### config.mk
export PLATFORM = sky130hd
export DESIGN_NAME = wolfram_ca_engine
export DESIGN_NICKNAME = d
export VERILOG_FILES = /design/src/rtl/wolfram_ca_pkg.sv /design/src/rtl/wolfram_ca_cell.sv /design/src/rtl/wolfram_ca_engine.sv
export SDC_FILE = /design/constraint.sdc
export NUM_CORES = 1
export LEC_CHECK = 0
export ABC_AREA = 1
export BUFFER_PORTS_ARGS = -buffer_cell sky130_fd_sc_hd__clkbuf_2
export CAP_MARGIN = 10
export CORE_MARGIN = 5
export CORE_UTILIZATION = 35
export CTS_CLUSTER_DIAMETER = 60
export DETAILED_ROUTE_END_ITERATION = 7
export GPL_TIMING_DRIVEN = 0
export PLACE_DENSITY = 0.55
export SLEW_MARGIN = 20
export SYNTH_ARGS = -nofsm -noshare
export SYNTH_HDL_FRONTEND = slang
export SYNTH_HIERARCHICAL = 1
export SYNTH_SLANG_ARGS = --single-unit
### constraint.sdc
create_clock -name clk -period 2.2 [get_ports clk]
set_input_delay 0.44 -clock clk [delete_from_list [all_inputs] [get_ports clk]]
set_output_delay 0.44 -clock clk [all_outputs]
set_load 0.02 [all_outputs]
### src/rtl/wolfram_ca_pkg.sv
// Shared definitions for the Wolfram elementary cellular-automaton engine.
//   RULE_W     : width of a Wolfram rule number (8 entries, one per neighbourhood)
//   ca_state_t : engine FSM state encoding
//   nbr_idx_t  : 3-bit neighbourhood index {left, self, right}
package wolfram_ca_pkg;

  localparam int RULE_W = 8;

  typedef enum logic [1:0] {
    ST_IDLE = 2'd0,
    ST_RUN  = 2'd1,
    ST_DONE = 2'd2
  } ca_state_t;

  typedef logic [2:0] nbr_idx_t;

endpackage

### src/rtl/wolfram_ca_cell.sv
// Next-state lookup for a single cell (purely combinational).
//   rule : 8-bit Wolfram rule; bit n is the output for neighbourhood value n
//   nbr  : neighbourhood {left, self, right}
//   nxt  : next state of the cell
module wolfram_ca_cell
  import wolfram_ca_pkg::*;
(
  input  logic [RULE_W-1:0] rule,
  input  logic [2:0]        nbr,
  output logic              nxt
);

  nbr_idx_t idx;

  assign idx = nbr;
  assign nxt = rule[idx];

endmodule

### src/rtl/wolfram_ca_engine.sv
// Elementary cellular-automaton engine: loads a seed row, then applies one
// generation per clock in RUN until the requested generation count is reached.
//   clk, rst_n   : clock, asynchronous active-low reset
//   rule_i       : Wolfram rule number (latched at start)
//   seed_i       : initial row, bit WIDTH-1 is the leftmost cell
//   wrap_i       : 1 = periodic boundary, 0 = outside cells read 0 (latched)
//   gens_i       : generations to run (latched)
//   start_i      : run request, honoured only in IDLE
//   busy_o       : high while in RUN
//   done_o       : one-cycle completion pulse
//   cells_o      : current row
//   gen_cnt_o    : generations applied in the current/last run
//   stable_o     : fixed point reached (only with WOLFRAM_CA_STABLE_EN)
// Build option: define WOLFRAM_CA_STABLE_EN to stop early when the next row
// equals the current row.
module wolfram_ca_engine
  import wolfram_ca_pkg::*;
#(
  parameter int WIDTH = 16,
  parameter int GEN_W = 8
) (
  input  logic              clk,
  input  logic              rst_n,
  input  logic [RULE_W-1:0] rule_i,
  input  logic [WIDTH-1:0]  seed_i,
  input  logic              wrap_i,
  input  logic [GEN_W-1:0]  gens_i,
  input  logic              start_i,
  output logic              busy_o,
  output logic              done_o,
  output logic [WIDTH-1:0]  cells_o,
  output logic [GEN_W-1:0]  gen_cnt_o
`ifdef WOLFRAM_CA_STABLE_EN
  ,
  output logic              stable_o
`endif
);

  ca_state_t         state;
  logic [RULE_W-1:0] rule_q;
  logic              wrap_q;
  logic [GEN_W-1:0]  gens_q;
  logic [WIDTH-1:0]  cells;
  logic [WIDTH-1:0]  nxt_row;
  logic [GEN_W-1:0]  gen_cnt;
  logic [GEN_W-1:0]  gen_inc;

  assign gen_inc = gen_cnt + GEN_W'(1);

  // Edge cells take their missing neighbour from the opposite end when
  // wrapping, otherwise a constant 0.
  for (genvar i = 0; i < WIDTH; i++) begin : g_cell
    logic left, right;
    if (i == WIDTH - 1) begin : g_lmsb
      assign left = wrap_q & cells[0];
    end else begin : g_lin
      assign left = cells[i+1];
    end
    if (i == 0) begin : g_rlsb
      assign right = wrap_q & cells[WIDTH-1];
    end else begin : g_rin
      assign right = cells[i-1];
    end
    wolfram_ca_cell u_cell (
      .rule (rule_q),
      .nbr  ({left, cells[i], right}),
      .nxt  (nxt_row[i])
    );
  end

`ifdef WOLFRAM_CA_STABLE_EN
  logic stable;
  assign stable_o = stable;
`endif

  always_ff @(posedge clk or negedge rst_n) begin
    if (!rst_n) begin
      state   <= ST_IDLE;
      cells   <= '0;
      gen_cnt <= '0;
      rule_q  <= '0;
      wrap_q  <= 1'b0;
      gens_q  <= '0;
`ifdef WOLFRAM_CA_STABLE_EN
      stable  <= 1'b0;
`endif
    end else begin
      case (state)
        ST_IDLE: begin
          if (start_i) begin
            cells   <= seed_i;
            gen_cnt <= '0;
            rule_q  <= rule_i;
            wrap_q  <= wrap_i;
            gens_q  <= gens_i;
`ifdef WOLFRAM_CA_STABLE_EN
            stable  <= 1'b0;
`endif
            state   <= (gens_i == '0) ? ST_DONE : ST_RUN;
          end
        end
        ST_RUN: begin
`ifdef WOLFRAM_CA_STABLE_EN
          // Fixed point: leave the row and count untouched and finish now.
          if (nxt_row == cells) begin
            stable <= 1'b1;
            state  <= ST_DONE;
          end else
`endif
          begin
            cells   <= nxt_row;
            gen_cnt <= gen_inc;
            if (gen_inc == gens_q) state <= ST_DONE;
          end
        end
        ST_DONE: state <= ST_IDLE;
        default: state <= ST_IDLE;
      endcase
    end
  end

  assign busy_o    = (state == ST_RUN);
  assign done_o    = (state == ST_DONE);
  assign cells_o   = cells;
  assign gen_cnt_o = gen_cnt;

endmodule

==> impl_metrics.py, run 1 <==
metrics = {
    "timing": {
        "timing_max_transition_violations_final": 0,
        "finalClockSkew_ns": 0.00835,
        "fmax_mhz": 502,
        "hold_viol_final": 0,
        "setup_total_negative_slack_ns": 0,
        "final_min_period_over_clock_period": 0.905,
        "rsz0062_at_grt": "no",
        "timing.max_slew.rel_slack": 0.515,
        "layout_min_cycle_time_ns": 1.99,
        "tightest_slew_ns": 0.728,
        "timing.final.setup_violations": 0,
        "holdWs_ns": 0.183,
    },
    "cells_and_area": {
        "multiInputGateArea_sq_mm": 0.00204,
        "fillers": 1210,
        "diodes": 0,
        "post_route_cells_drive_above_1_share": 0.142,
        "area_growth_syn_to_layout_pct": 14.6,
        "finish.net_count": 823,
        "regArea_sq_mm": 0.00108,
    },
    "clock_network": {
        "cts.repair.resized": 0,
        "cts_inserted_buffers": 5,
        "clock_latency_ns": 0.30,
        "tritoncts_clock_tree": "done",
        "clk_pin_slew_ns": 0.09,
        "clock_tree.buffer_depth": 2,
        "post_cts.repair.setup_buffers": 0,
        "number_of_levels_the_h_tree_was_split_into": 2,
        "cts_root_buffer": "clkbuf_8",
        "cts.sink_count": 43,
        "holdBufCountCts": 0,
    },
    "worst_setup_path": {
        "criticalPathCategory": "reg -> out",
        "crit_required_ns": 1.76,
        "timing.critical_path.cells": "nor2_4, buf_2, clkbuf_2",
        "arrival_ns": 1.55,
        "cp-end-kind": "output port",
        "category_of_the_worst_setup_path_launch_point": "register",
        "reg2reg_setup_slack_ns": 0.48,
        "path_max_fanout": 10,
        "critical_path.max_stage_delay_ns": 0.42,
        "cp_slowest_cell": "dfrtp_1",
    },
    "global_routing": {
        "gr-usage-all-layers": 0.180,
        "number_of_global_route_vias_before_repair": 3937,
        "global_route_wire_length_before_repair_mm": 19.2,
        "grt_remaining_overflow": 0,
        "antenna_found_initial": 0,
        "maximum_number_of_pins_on_one_net_before_global_route_repair": 44,
    },
    "place": {
        "port-buffer-count": 61,
        "placer_congestion": 0.817,
        "half_perimeter_wire_length_after_detailed_placement_mm": 8.07,
    },
    "synthesis": {
        "synthesis.nets": 755,
        "synth_enable_flop_cells": 0,
        "synthesis.yosys.warnings": 6,
        "yosys.area.top_type": "nand2_1",
        "syn-instance-count": 718,
        "syn-mean-instance-area_sq_um": 5.43,
        "synth_sequential_area_ratio": 0.276,
        "ys_types": 25,
        "synthTopCellsByCount": "298 x nand2_1, 176 x inv_1, 79 x nand3_1",
        "synth_area_leaders": "nand2_1 29%, dfrtp_1 28%, inv_1 17%, nand3_1 10%, o21ai_0 3.5%",
        "synth_top_area_frac": 0.287,
        "synth.ff_latch_count": 43,
        "synth_most_common_cell": "nand2_1",
        "asyncSetResetFlopFracSynth": 1.00,
        "syn_area_sq_mm": 0.00390,
        "most_frequently_used_flop_master_after_synthesis": "dfrtp_1",
    },
    "route": {
        "detailedRoute.firstIterationViolations": 326,
        "finalWirelength_mm": 11.6,
        "drc": 0,
        "dr.pass1.iters": 4,
        "num_vias": 4222,
        "drt.antenna.violating_nets": 0,
        "drt-vias-per-instance": 4.56,
        "routed.top_layer": "met4",
        "detailroute.wirelength.met2_mm": 5.69,
        "met3_wirelength_um": 735,
        "post_drt_wl_per_cell_um": 12.5,
        "route.layer.met1.wl_mm": 5.05,
    },
    "pwr": {
        "combinationalPowerShare": 0.037,
        "power.ir.vdd_worst_mv": 0.176,
        "cellLeakagePower_nw": 2.38,
        "switching_power_mw": 0.326,
        "sequential_power_share": 0.570,
        "power_switching_share": 0.235,
        "power.internal_mw": 1.06,
        "report.power.total_mw": 1.39,
        "p_per_area_mw_per_mm2": 310,
        "power.share.clock": 0.393,
    },
    "die": {
        "fp-row-count": 38,
        "io-pin-count": 62,
        "die-area_sq_mm": 0.0133,
        "floorplan.die.width_um": 116,
        "coreArea_sq_mm": 0.0109,
        "start_util": 0.358,
        "die_height_um": 116,
    },
    "run": {
        "max_cap_viol_count": 0,
    },
    "worst_hold_path": {
        "hold_path.class": "in -> async",
    },
    "run_status": {
        "status": "completed",
    },
}
==> power groups by stage <==
stage | Clock (mW) | Combinational [mW] | Sequential (mW)
final | 0.544 | 0.0518 | 0.790
after CTS | 0.570 | 0.0540 | 0.790
after global routing | 0.600 | 0.0605 | 0.790
after detailed placement | 0 | 0.0537 | 0.805
after floorplan | 0 | 0.000882 | 0.806
after global placement | 0 | 0.0528 | 0.805
==> per-layer routing <==
layer / global-route usage / vias up
met4: 0.0391 / 0
met5: 0 / -
li1: - / 2245
met3: 0.0272 / 11
met2: 0.319 / 89
met1: 0.232 / 1877
==> final cells by class <==
type / instances / share of cell area
multi-input combinational: 468 / 0.456
sequential: 43 / 0.241
inverter: 197 / 0.165
timing repair buffer: 61 / 0.0689
tap: 140 / 0.0392
clock buffer: 6 / 0.0185
buffer: 10 / 0.0101
clock inverter: 1 / 0.00112
==> logic make-up after synthesis <==
logic type,Yosys count,synth area share
and+or+nand+nor,416,0.448
xor gates and xnor gates,2,0.00450
DFF,43,0.276
AOI/OAI and AO/OA,49,0.0665
buffers and inverters,207,0.201
adders and majority gates,1,0.00321
==> final timing paths <==
| check | endpoint | start | cells past startpoint |
|---|---|---|---|
| setup / recovery | busy_o | state[1] | 3 |
| hold / removal | cells_o[6] | rst_n | 1 |
| setup reg to reg | state[0] | gen_cnt_o[0] | 9 |
| hold reg to reg | gens_q[2] | gens_q[2] | 2 |
| max in group asynchronous | cells_o[1] | rst_n | 1 |
| min in group clk | wrap_q | wrap_i | 3 |
==> critical path: cells and delay by family (launching register included) <==
kind,cells,cell delay [ns]
flip-flops,1,0.42
AND/OR/NAND/NOR,1,0.28
buffers and inverters,2,0.55
==> flip-flops by register name, indices dropped and copies added (netlist names) <==
| name | flops |
|---|---|
| wrap_q | 1 |
| rule_q | 8 |
| gen_cnt_o | 8 |
| state | 2 |
| cells_o | 16 |
| gens_q | 8 |
==> stage by stage <==
| stage | utilization | instances | setup WS (ns) | instance area, sq um |
|---|---|---|---|---|
| after detailed placement | 0.402 | 919 | 0.500 | 4380 |
| after global routing | 0.410 | 926 | 0.129 | 4470 |
| after global placement | 0.402 | 919 | 0.496 | 4380 |
| after CTS | 0.410 | 926 | 0.173 | 4470 |
| final | 0.410 | 926 | 0.208 | 4470 |
| after floorplan | - | 718 | 0.598 | 3900 |
==> cell usage in the layout, fill, tap and decap left out <==
master / count
a21oi_1: 16
a21oi_2: 1
a31oi_1: 1
and2_4: 1
buf_2: 6
clkbuf_1: 4
clkbuf_2: 60
clkbuf_4: 1
clkbuf_8: 6
clkinv_2: 1
dfrtp_1: 43
ha_1: 1
inv_1: 176
inv_2: 21
nand2_1: 298
nand2_2: 3
nand3_1: 79
nand3_2: 4
nand3b_1: 2
nor2_1: 20
nor2_2: 3
nor2_4: 4
nor4_1: 2
o21ai_0: 27
o21ai_2: 1
o21bai_1: 1
o22ai_1: 2
xnor2_1: 1
xor2_1: 1
Note: power is estimated with default switching activity, not from simulation.
==> run 2, diff against run 1 <==
SETUP_SLACK_MARGIN = 0.4   (was unset)
==> impl_metrics.py, run 2 (same netlist as run 1, synthesis figures left out) <==
metrics = {
    "route": {
        "drc": 0,
        "post_drt_wl_per_cell_um": 12.6,
        "dr.pass1.iters": 5,
        "drt.antenna.violating_nets": 0,
        "num_vias": 4254,
        "finalWirelength_mm": 11.7,
        "drt-vias-per-instance": 4.58,
        "detailedRoute.firstIterationViolations": 356,
    },
    "timing": {
        "timing.max_slew.rel_slack": 0.515,
        "setup_total_negative_slack_ns": 0,
        "rsz0062_at_grt": "no",
        "layout_min_cycle_time_ns": 1.67,
        "fmax_mhz": 598,
        "tightest_slew_ns": 0.728,
        "timing.final.setup_violations": 0,
        "holdWs_ns": 0.184,
        "final_min_period_over_clock_period": 0.760,
        "timing_max_transition_violations_final": 0,
        "hold_viol_final": 0,
        "finalClockSkew_ns": 0.00731,
    },
    "die": {
        "die_height_um": 116,
        "die-area_sq_mm": 0.0133,
        "coreArea_sq_mm": 0.0109,
        "io-pin-count": 62,
        "start_util": 0.358,
        "floorplan.die.width_um": 116,
        "fp-row-count": 38,
    },
    "pwr": {
        "power.internal_mw": 1.06,
        "switching_power_mw": 0.325,
        "cellLeakagePower_nw": 2.40,
        "p_per_area_mw_per_mm2": 308,
        "combinationalPowerShare": 0.038,
        "report.power.total_mw": 1.38,
        "power.ir.vdd_worst_mv": 0.177,
        "power_switching_share": 0.235,
        "power.share.clock": 0.392,
        "sequential_power_share": 0.570,
    },
    "cells_and_area": {
        "final_cell_mix": "298 x nand2_1, 176 x inv_1, 79 x nand3_1, 61 x clkbuf_2, 42 x dfrtp_1",
        "diodes": 0,
        "fillers": 1208,
        "final_common_cell": "nand2_1",
        "area_growth_syn_to_layout_pct": 15.3,
        "finish.net_count": 826,
        "post_route_cells_drive_above_1_share": 0.148,
        "largest_register_ff_count": 16,
    },
    "clock_network": {
        "cts.sink_count": 43,
        "clock_latency_ns": 0.30,
        "cts_root_buffer": "clkbuf_8",
        "cts_inserted_buffers": 5,
        "number_of_levels_the_h_tree_was_split_into": 2,
        "tritoncts_clock_tree": "done",
        "clk_pin_slew_ns": 0.09,
        "clock_tree.buffer_depth": 2,
        "holdBufCountCts": 0,
    },
    "worst_hold_path": {
        "hold_path.class": "in -> async",
    },
    "worst_setup_path": {
        "critical_path.max_stage_delay_ns": 0.36,
        "path_max_fanout": 10,
        "category_of_the_worst_setup_path_launch_point": "register",
        "crit_required_ns": 1.76,
        "timing.critical_path.cells": "inv_2, nor2_4, buf_4, clkbuf_2",
        "criticalPathCategory": "reg -> out",
        "cp-end-kind": "output port",
        "r2r.worst_path.cells": 9,
        "cp_slowest_cell": "dfrtp_1",
        "arrival_ns": 1.23,
    },
    "place": {
        "half_perimeter_wire_length_after_detailed_placement_mm": 8.07,
        "placer_congestion": 0.817,
        "port-buffer-count": 61,
    },
    "run": {
        "max_cap_viol_count": 0,
    },
    "global_routing": {
        "number_of_global_route_vias_before_repair": 3948,
        "maximum_number_of_pins_on_one_net_before_global_route_repair": 44,
        "antenna_found_initial": 0,
        "grt_remaining_overflow": 0,
        "global_route_wire_length_before_repair_mm": 19.2,
        "gr-usage-all-layers": 0.180,
    },
    "run_status": {
        "status": "completed",
    },
}
-- run 2: metrics by stage --
step	instances	setup WS, ns	cell area, sq um	util
2_1_floorplan	718	0.598	3900	-
3_3_place_gp	919	0.496	4380	0.402
3_5_place_dp	919	0.500	4380	0.402
4_1_cts	927	0.399	4480	0.411
5_1_grt	929	0.400	4500	0.413
6_report	929	0.528	4500	0.413
-- run 2: per-layer routing --
layer,part of all wire,vias to the layer above,track usage
met4,0.014,0,0.0438
met1,0.46,1894,0.232
met2,0.48,102,0.316
li1,-,2247,-
met3,0.050,11,0.0272
met5,0,-,0
-- run 2: cell type report --
type                       instances  area, sq um  area share
buffer                            10         48.8      0.0109
clock buffer                       6         82.6      0.0184
clock inverter                     1         5.00     0.00111
inverter                         197          739       0.164
multi-input combinational        468         2040       0.453
sequential                        43         1080       0.240
tap                              140          175      0.0390
timing repair buffer              64          330      0.0735
-- run 2: what timing repair did --
item,CTS,global route
pin swaps,1,0
gates cloned,0,0
hold endpoints to repair,0,0
endpoints found under the setup margin,1,9
buffers inserted,1,2
gates resized for setup,1,3
-- run 2: power by group through the flow --
stage          clock, mW  sequential (mW)  combinational (mW)
2_1_floorplan          0            0.806            0.000882
3_3_place_gp           0            0.805              0.0528
3_5_place_dp           0            0.805              0.0537
4_1_cts            0.570            0.790              0.0540
5_1_grt            0.600            0.790              0.0605
6_report           0.543            0.790              0.0522
-- run 2: path summary, 6_finish.rpt --
path,from,endpoint,slack [ns]
worst max-delay path,state[0],busy_o,0.53
worst min-delay path,rst_n,cells_o[6],0.18
worst max register to register,gen_cnt_o[0],state[0],0.54
worst min register to register,gens_q[2],gens_q[2],0.51
max in group asynchronous,rst_n,gen_cnt_o[0],1.54
min in group clk,wrap_i,wrap_q,0.33
-- run 2: critical path: cells and delay by family, from the launching register on --
family,cells,cell delay [ns]
simple gates,1,0.11
flops,1,0.36
buf+inv,3,0.45
==> run 3, diff against run 2 <==
ABC_AREA = 0   (was 1)
PLACE_DENSITY = 0.58   (was 0.55)
clock period = 1.38 ns   (was 2.2 ns; I/O delays follow)
==> impl_metrics.py, run 3 <==
metrics = {
    "run_status": {
        "status": "finished, violations left",
        "failed_checks": "setup timing",
    },
    "global_routing": {
        "maximum_number_of_pins_on_one_net_before_global_route_repair": 44,
        "grt_remaining_overflow": 0,
        "number_of_global_route_vias_before_repair": 2686,
        "antenna_found_initial": 0,
        "gr-usage-all-layers": 0.167,
        "global_route_wire_length_before_repair_mm": 14.5,
    },
    "pwr": {
        "power_switching_share": 0.375,
        "combinationalPowerShare": 0.678,
        "cellLeakagePower_nw": 1.94,
        "p_per_area_mw_per_mm2": 2940,
        "sequential_power_share": 0.242,
        "switching_power_mw": 4.95,
        "power.share.clock": 0.080,
        "power.ir.vdd_worst_mv": 1.12,
        "report.power.total_mw": 13.2,
        "power.internal_mw": 8.25,
    },
    "cells_and_area": {
        "final_cell_mix": "35 x clkbuf_2, 32 x mux4_2, 29 x dfrtp_2, 27 x nand2_1, 25 x buf_4",
        "diodes": 0,
        "final_area_sq_mm": 0.00450,
        "area_growth_syn_to_layout_pct": 44.6,
        "largest_register_ff_count": 16,
        "final_common_cell": "clkbuf_2",
        "finish.net_count": 390,
        "post-route-util": 0.518,
        "post_route_cells_drive_above_1_share": 0.658,
    },
    "synthesis": {
        "synthesis.nets": 278,
        "ys_types": 39,
        "yosys.area_share.simple": 0.0829,
        "synth_sequential_area_ratio": 0.346,
        "synthAdderAreaFrac": 0.00402,
        "synthTopCellsByCount": "43 x dfrtp_1, 33 x mux2_2, 32 x mux4_1",
        "synth.ff_latch_count": 43,
        "syn-instance-count": 241,
        "syn_area_sq_mm": 0.00311,
        "syn-mean-instance-area_sq_um": 12.9,
        "fraction_of_the_mapped_netlist_area_in_compound_gates": 0.0773,
        "yosys.area.top_type": "dfrtp_1",
        "synth_top_area_frac": 0.346,
        "asyncSetResetFlopFracSynth": 1.00,
        "synth_area_leaders": "dfrtp_1 35%, mux4_1 27%, mux2_2 12%, mux2i_1 5.2%, o21ai_0 4.5%",
        "yosys.area_share.xor_xnor": 0.0225,
        "yosys-mux-area-fraction": 0.446,
        "synth_most_common_cell": "dfrtp_1",
        "synth_enable_flop_cells": 0,
        "synthesis.yosys.warnings": 6,
        "most_frequently_used_flop_master_after_synthesis": "dfrtp_1",
        "synth_top_family_by_area": "multiplexers",
    },
    "worst_setup_path": {
        "timing.critical_path.cells": "and4_4, and2_4, mux2_4, a2111oi_4, a21o_1",
        "path_max_fanout": 6,
        "category_of_the_worst_setup_path_launch_point": "register",
        "cp-end-kind": "register",
        "cp_slowest_cell": "dfrtp_2",
        "arrival_ns": 1.98,
        "criticalPathCategory": "reg -> reg",
        "crit_required_ns": 1.63,
        "critical_path.max_stage_delay_ns": 0.44,
    },
    "die": {
        "coreArea_sq_mm": 0.00868,
        "die_height_um": 104,
        "start_util": 0.358,
        "io-pin-count": 62,
        "die-area_sq_mm": 0.0109,
        "fp-row-count": 34,
        "floorplan.die.width_um": 104,
    },
    "clock_network": {
        "holdBufCountCts": 0,
        "clk_pin_slew_ns": 0.09,
        "cts_root_buffer": "clkbuf_8",
        "number_of_levels_the_h_tree_was_split_into": 2,
        "tritoncts_clock_tree": "done",
        "cts_inserted_buffers": 5,
        "cts.sink_count": 43,
        "clock_tree.buffer_depth": 2,
        "clock_latency_ns": 0.30,
    },
    "run": {
        "max_cap_viol_count": 0,
    },
    "route": {
        "finalWirelength_mm": 8.96,
        "drc": 0,
        "drt-vias-per-instance": 5.42,
        "drt.antenna.violating_nets": 0,
        "dr.pass1.iters": 4,
        "num_vias": 2503,
        "detailedRoute.firstIterationViolations": 73,
        "post_drt_wl_per_cell_um": 19.4,
    },
    "timing": {
        "timing.max_slew.rel_slack": 0.573,
        "timing_max_transition_violations_final": 0,
        "tightest_slew_ns": 0.640,
        "timing.final.setup_violations": 39,
        "holdWs_ns": 0.00690,
        "finalClockSkew_ns": 0.00778,
        "final_min_period_over_clock_period": 1.26,
        "rsz0062_at_grt": "yes",
        "layout_min_cycle_time_ns": 1.73,
        "setup_ws_ns": -0.355,
        "hold_viol_final": 0,
        "fmax_mhz": 576,
    },
    "place": {
        "placer_congestion": 0.757,
        "post_dp_cell_area_sq_mm": 0.00364,
        "half_perimeter_wire_length_after_detailed_placement_mm": 5.43,
        "port-buffer-count": 61,
    },
    "worst_hold_path": {
        "hold_path.class": "in -> async",
    },
}
run 3: repair_timing:
item | 4_1_cts | 5_1_grt
buffers inserted | 30 | 12
gates resized for setup | 79 | 41
endpoints found under the setup margin | 69 | 69
cloned | 2 | 0
pin swaps | 6 | 2
hold endpoints to repair | 0 | 0
run 3: cell type report:
class                   instances  area, sq um
clock inverters                 2         35.0
inverters                       2         15.0
clock buffers                   6         82.6
multi-input cells             185         2030
flip-flops and latches         43         1110
well taps                     108          135
repair buffers                105          965
fillers                       763         4180
plain buffers                  11          123
run 3: worst max-delay path: cells and delay by family (launching register included):
kind | cells | cell delay (ns)
AOI/OAI and AO/OA | 2 | 0.54
and+or+nand+nor | 2 | 0.40
DFF | 1 | 0.44
muxes | 1 | 0.31
run 3: per-layer routing:
metal | routed length [um] | vias up | global-route usage
li1 | - | 1156 | -
met1 | 3780 | 1269 | 0.211
met2 | 4640 | 71 | 0.286
met3 | 469 | 7 | 0.0372
met4 | 72 | 0 | 0.0463
met5 | 0 | - | 0
run 3: power groups by stage:
stage / registers, mW / logic (mW) / clock network (mW)
after CTS: 3.12 / 8.32 / 1.10
final: 3.20 / 8.94 / 1.06
after global placement: 3.47 / 6.28 / 0
after detailed placement: 3.51 / 6.41 / 0
after global routing: 3.34 / 9.53 / 1.14
after floorplan: 3.39 / 4.96 / 0
run 3: path summary, 6_finish.rpt:
check | start | cells after the start | end | slack (ns)
min in group clk | rule_i[2] | 2 | rule_q[2] | 0.19
worst min register to register | gens_q[0] | 1 | gens_q[0] | 0.54
worst min-delay path | rst_n | 1 | cells_o[14] | 0.007
worst max-delay path | gen_cnt_o[0] | 5 | state[1] | -0.35
max in group asynchronous | rst_n | 1 | gen_cnt_o[7] | 0.90
worst max register to register | gen_cnt_o[0] | 5 | state[1] | -0.35
run 3: per-stage QoR:
step / setup TNS, ns / worst slack (ns) / instances
5_1_grt: -9.58 / -0.426 / 462
2_1_floorplan: -5.49 / -0.370 / 241
3_5_place_dp: -11.69 / -0.418 / 410
3_3_place_gp: -10.67 / -0.395 / 410
6_report: -7.42 / -0.355 / 462
4_1_cts: -6.93 / -0.369 / 450
run 3: cell families after synthesis:
kind of cell / count (synthesis)
DFF: 43
muxes: 82
AOI/OAI and AO/OA: 40
buffers and inverters: 13
xor gates and xnor gates: 8
adders and majority gates: 1
and+or+nand+nor: 54
